$ cat config.mk
export PLATFORM = sky130hd
export DESIGN_NAME = radix_digit_splitter
export DESIGN_NICKNAME = d
export VERILOG_FILES = /design/src/rtl/digit_pkg.sv /design/src/rtl/const_divmod.sv /design/src/rtl/radix_digit_splitter.sv
export SDC_FILE = /design/constraint.sdc
export NUM_CORES = 1
export LEC_CHECK = 0
export ABC_CLOCK_PERIOD_IN_PS = 6000
export CAP_MARGIN = 20
export CORE_MARGIN = 2
export CORE_UTILIZATION = 55
export CTS_CLUSTER_DIAMETER = 100
export DETAILED_ROUTE_END_ITERATION = 8
export GPL_TIMING_DRIVEN = 0
export PLACE_DENSITY = 0.89
export SKIP_LAST_GASP = 1
export SLEW_MARGIN = 20
export SYNTH_ARGS = -nofsm -noshare
export SYNTH_HDL_FRONTEND = slang
export SYNTH_HIERARCHICAL = 1
export SYNTH_SLANG_ARGS = --single-unit
$ cat constraint.sdc
create_clock -name clk -period 6 [get_ports clk]
set_input_delay 1.2 -clock clk [delete_from_list [all_inputs] [get_ports clk]]
set_output_delay 1.2 -clock clk [all_outputs]
set_load 0.01 [all_outputs]
$ cat src/rtl/digit_pkg.sv
// Shared types and helpers for the radix digit splitter: FSM state encoding,
// the blank digit code and a constant power function for parameter checks.
package digit_pkg;

    typedef enum logic [1:0] {
        IDLE,
        DIVIDE,
        DONE
    } state_t;

    localparam logic [3:0] BLANK_CODE = 4'hF;

    function automatic longint pow_radix(input int radix, input int digits);
        longint acc = 1;
        for (int i = 0; i < digits; i++) begin
            acc = acc * radix;
        end
        return acc;
    endfunction

endpackage

$ cat src/rtl/const_divmod.sv
// Combinational quotient/remainder by a constant radix; one digit step of the
// splitter, reused every clock on the work register.
module const_divmod #(
    parameter int WIDTH = 13,
    parameter int RADIX = 10
) (
    input  logic [WIDTH-1:0]          dividend,
    output logic [WIDTH-1:0]          quotient,
    output logic [$clog2(RADIX)-1:0]  remainder
);

    assign quotient  = dividend / WIDTH'(RADIX);
    assign remainder = $clog2(RADIX)'(dividend % WIDTH'(RADIX));

endmodule

$ cat src/rtl/radix_digit_splitter.sv
// Sequential binary-to-digit converter: one base-RADIX digit per clock, with
// start/done handshake, overflow saturation and optional leading-zero blanking.
module radix_digit_splitter
    import digit_pkg::*;
#(
    parameter int WIDTH         = 13,
    parameter int RADIX         = 10,
    parameter int DIGITS        = 4,
    parameter int DIGIT_W       = 4,
    parameter bit BLANK_LEADING = 1'b0
) (
    input  logic                        clk,
    input  logic                        rst_n,
    input  logic                        Start,
    input  logic [WIDTH-1:0]            Input,
    output logic                        Busy,
    output logic                        Done,
    output logic [DIGITS*DIGIT_W-1:0]   Digits,
    output logic                        Overflow
);

    localparam int REM_W = $clog2(RADIX);
    localparam int CNT_W = (DIGITS > 1) ? $clog2(DIGITS) : 1;
    localparam int DW    = DIGITS * DIGIT_W;

    if (RADIX < 2 || RADIX > 16) begin : g_bad_radix
        $error("RADIX must be in 2..16");
    end
    if (DIGIT_W < REM_W) begin : g_bad_digit_w
        $error("DIGIT_W too narrow for RADIX");
    end
    if (BLANK_LEADING && RADIX > 15) begin : g_bad_blank
        $error("BLANK_LEADING needs RADIX <= 15 so the blank code is not a digit");
    end
    if (DIGITS < 1 || pow_radix(RADIX, DIGITS) > (longint'(1) << 62)) begin : g_bad_digits
        $error("RADIX**DIGITS out of range");
    end

    state_t            state, next_state;
    logic [WIDTH-1:0]  work, quotient;
    logic [REM_W-1:0]  remainder;
    logic [CNT_W-1:0]  count;
    logic [DW-1:0]     scratch, staged, shown, saturated;
    logic              accept, last_step, seen;

    const_divmod #(
        .WIDTH (WIDTH),
        .RADIX (RADIX)
    ) u_divmod (
        .dividend  (work),
        .quotient  (quotient),
        .remainder (remainder)
    );

    // A request is only taken when no conversion is running; DONE counts as free.
    assign accept    = Start && (state != DIVIDE);
    assign last_step = (state == DIVIDE) && (count == CNT_W'(DIGITS - 1));
    assign saturated = {DIGITS{DIGIT_W'(RADIX - 1)}};

    // NOTE: sequential state uses non-blocking assignments so every flop samples pre-edge values.
    always_ff @(posedge clk or negedge rst_n) begin
        if (!rst_n) begin
            state <= IDLE;
        end else begin
            state <= next_state;
        end
    end

    // NOTE: every always_comb output gets a default first, otherwise a latch is inferred.
    always_comb begin
        next_state = state;
        case (state)
            IDLE:    if (Start) next_state = DIVIDE;
            DIVIDE:  if (last_step) next_state = DONE;
            DONE:    next_state = Start ? DIVIDE : IDLE;
            default: next_state = IDLE;
        endcase
    end

    always_comb begin
        Busy = (state == DIVIDE);
        Done = (state == DONE);
    end

    // Scratch with this step's remainder merged in, so the final digit is committed directly.
    always_comb begin
        staged = scratch;
        staged[int'(count) * DIGIT_W +: DIGIT_W] = DIGIT_W'(remainder);
    end

    // Blank zeros above the most significant nonzero digit; digit 0 always shows.
    always_comb begin
        shown = staged;
        seen  = 1'b0;
        for (int k = DIGITS - 1; k >= 1; k--) begin
            if (!seen && staged[k * DIGIT_W +: DIGIT_W] == '0) begin
                if (BLANK_LEADING) shown[k * DIGIT_W +: DIGIT_W] = DIGIT_W'(BLANK_CODE);
            end else begin
                seen = 1'b1;
            end
        end
    end

    always_ff @(posedge clk or negedge rst_n) begin
        if (!rst_n) begin
            work     <= '0;
            count    <= '0;
            scratch  <= '0;
            Digits   <= '0;
            Overflow <= 1'b0;
        end else if (accept) begin
            work  <= Input;
            count <= '0;
        end else if (state == DIVIDE) begin
            work    <= quotient;
            scratch <= staged;
            if (last_step) begin
                Overflow <= (quotient != '0);
                Digits   <= (quotient != '0) ? saturated : shown;
            end else begin
                count <= count + 1'b1;
            end
        end
    end

endmodule
==> impl_metrics.py <==
metrics = {
    "synthesis": {
        "yosysWarningCount": 6,
        "synthArstFlopShare_pct": 100,
        "ys_ff_latch": 47,
        "synth_area_sq_um": 3470,
        "synth_area_leaders": "dfrtp_1 34%, nand2_1 6.6%, o21ai_0 6.5%, mux2i_1 4.6%, a21oi_1 3.5%",
        "yosysSeqAreaShare_pct": 33.9,
        "yosys.cell_count.top_type": "nand2_1",
        "synthFlopType": "dfrtp_1",
        "synthCells": 413,
        "synth_top_area_cell": "dfrtp_1",
        "ys_types": 82,
        "synth_edf_count": 0,
        "ys_top_cells_by_count": "61 x nand2_1, 47 x dfrtp_1, 45 x o21ai_0",
        "yosysTopAreaCellShare_pct": 33.9,
        "avgSynthCellArea_sq_um": 8.40,
    },
    "critical_path": {
        "critPathTopFamily": "simple AND/OR/NAND/NOR gates",
        "crit_required_ps": 6220,
        "cp_cell_sequence": "buf_2, buf_1, a41oi_2, nor2_2, nand2_1, o311ai_1, a2111oi_4, or3_1, a21oi_1, a211oi_4, ha_1, o21bai_1, nor2_1, or4b_4, nand4_2, nand2_2, nor4_1, nand4_1, o21ai_0",
        "crit_end": "Digits[10]",
        "max_stage_delay_ps": 470,
        "reg2reg_depth": 19,
        "rr_endpoint": "Digits[10]",
        "path_max_fanout": 10,
        "path_class": "register to register",
        "worstSetupPathDepth": 19,
        "crit_slowest_cell": "o311ai_1",
        "startpoint_type": "register",
        "r2r-start": "work[9]",
        "worstSetupStartpoint": "work[9]",
        "critical_path.endpoint_type": "register",
        "cp_num_buf_inv": 2,
        "rrSetupSlack_ps": 320,
        "critical_path_arrival_ps": 5900,
    },
    "global_routing": {
        "grt_usage_pct": 25.8,
        "grt_pass1_wl_microns": 14900,
        "gr-total-overflow": 0,
        "grt_pass1_vias": 3049,
        "grt_start_max_net_pins": 26,
        "antenna_found_initial": 0,
    },
    "final_layout": {
        "area_growth_pct": 17.7,
        "antennaDiodeCount": 0,
        "drive_gt1_share_pct": 11.5,
        "layout.nets": 481,
        "stdcell_area_sq_um": 4080,
    },
    "drt": {
        "wl_per_cell_microns": 16.9,
        "dr_total_vias": 3328,
        "drc": 0,
        "routed_via_density": 6.23,
        "ant_nets": 0,
        "dr.pass1.iters": 5,
        "routed_wl_microns": 9050,
        "drt_iter0_drc": 295,
    },
    "clock_tree": {
        "clk_latency_ps": 310,
        "clock_path_buffers": 2,
        "hold_buffers": 0,
        "h-tree-depth": 2,
        "numCtsBuffers": 5,
        "clockRootBuffer": "clkbuf_8",
        "cts_tree": "done",
        "cts_sinks": 47,
        "cts.reportedPaths.clkPinSlew_ps": 90,
    },
    "timing": {
        "fmax_mhz": 176,
        "tns_ps": 0,
        "whs_ps": 483,
        "worst_pin_slew_ps": 616,
        "setup_violations": 0,
        "finalHoldViolations": 0,
        "final.setup_skew_ps": 9.10,
        "period_share_pct": 94.7,
        "rsz0062_at_grt": "no",
        "min_period_ps": 5680,
        "finalMaxSlewViolations": 0,
        "relSlewSlack_pct": 58.9,
    },
    "placement": {
        "place_area_sq_um": 3920,
        "port_buffers": 33,
        "dp_hpwl_microns": 6390,
        "finalWeightedCongestion": 0.865,
    },
    "floorplan": {
        "io_pins": 35,
        "die_area_sq_um": 6960,
        "start_util_pct": 57.6,
        "core_area_sq_um": 6030,
        "die_x_microns": 83.4,
        "rows": 28,
        "die_y_microns": 83.4,
    },
    "status": {
        "status": "complete, no violations",
    },
    "worst_hold_path": {
        "hp-class": "register to register",
    },
    "job": {
        "maxCapViolCount": 0,
    },
}
## cell families (layout without fill, tap and decap cells)
kind of cell	count (synthesis)	count (layout)	share of synthesized area [%]
AO/OA/AOI/OAI	122	122	24.1
multiplexers	17	17	5.05
other	1	3	0.108
flip-flops	47	47	33.9
AND/OR/NAND/NOR	162	162	24.8
adder cells (fa/ha/maj)	9	9	3.10
XOR/XNOR	8	8	2.02
buffers and inverters	47	91	6.89
## how the worst min path moves through the flow
stage                      startpoint     endpoint  slack (ps)  cells after the start
after global routing      scratch[11]  scratch[11]         510                      2
after floorplan            scratch[0]   scratch[0]         440                      2
final                      scratch[8]   scratch[8]         480                      2
after global placement     scratch[6]   scratch[6]         450                      2
after CTS                  scratch[8]   scratch[8]         480                      2
after detailed placement   scratch[2]   scratch[2]         460                      2
## placed cells by master (no fill, tap or decap), types with 3 or more instances in the layout
cell	Yosys	layout
nand2_1	61	61
dfrtp_1	47	47
o21ai_0	45	45
clkdlybuf4s50_1	0	32
a21oi_1	24	24
nor2_1	24	24
nor2b_1	17	17
mux2i_1	16	16
inv_1	12	12
nand3_1	12	12
clkbuf_1	10	11
buf_4	8	10
buf_2	8	9
nand2b_1	7	7
ha_1	7	7
xnor2_1	7	7
a31oi_1	6	6
clkbuf_8	0	5
nor3_1	4	4
o31ai_1	4	4
buf_6	3	3
nand4_1	3	3
nor3b_1	3	3
or3_1	3	3
a221oi_1	3	3
conb_1	1	3
## cell type report
cell class                      count  area (sq um)
Tap cell                           75          93.8
Fill cell                         469          1940
Clock buffer                        6          72.6
Multi-Input combinational cell    321          2070
Sequential cell                    47          1180
Clock inverter                      2          60.1
Timing Repair Buffer               36           368
Inverter                           16          60.1
Buffer                             31           179
## repair_timing
item | in CTS | in global routing
endpoints found under the setup margin | 0 | 9
gates resized for setup | 0 | 1
setup buffers | 0 | 2
## worst reg2reg max path: stages (launching register included)
cell       delay, ps
dfrtp_1          440
buf_2            240
buf_1            420
a41oi_2          270
nor2_2           450
nand2_1          190
o311ai_1         470
a2111oi_4        160
or3_1            350
a21oi_1          280
a211oi_4          90
ha_1             200
o21bai_1         210
nor2_1           100
or4b_4           460
nand4_2          120
nand2_2          100
nor4_1           410
nand4_1          340
o21ai_0          290
## metal layers
metal / routed length, microns / up-vias / track usage (%)
li1: - / 1568 / -
met1: 4180 / 1596 / 37.1
met2: 4210 / 152 / 41.1
met3: 590 / 12 / 4.77
met4: 73 / 0 / 5.13
met5: 0 / - / 0
## flip-flops by register name, indices dropped and copies added (netlist names)
name	count
scratch	13
count	2
Digits	16
state	2
work	13
Overflow	1
## metrics by stage
| stage | util [%] | worst slack, ps | cells |
|---|---|---|---|
| after floorplan | - | 1260 | 415 |
| after global placement | 64.7 | 572 | 523 |
| after detailed placement | 65.1 | 386 | 524 |
| after CTS | 67.3 | 317 | 532 |
| after global routing | 67.8 | 4.86 | 534 |
| final | 67.8 | 317 | 534 |
Power is not shown: default switching activity piles up to over one toggle a cycle in this logic, so the estimate is an artifact.
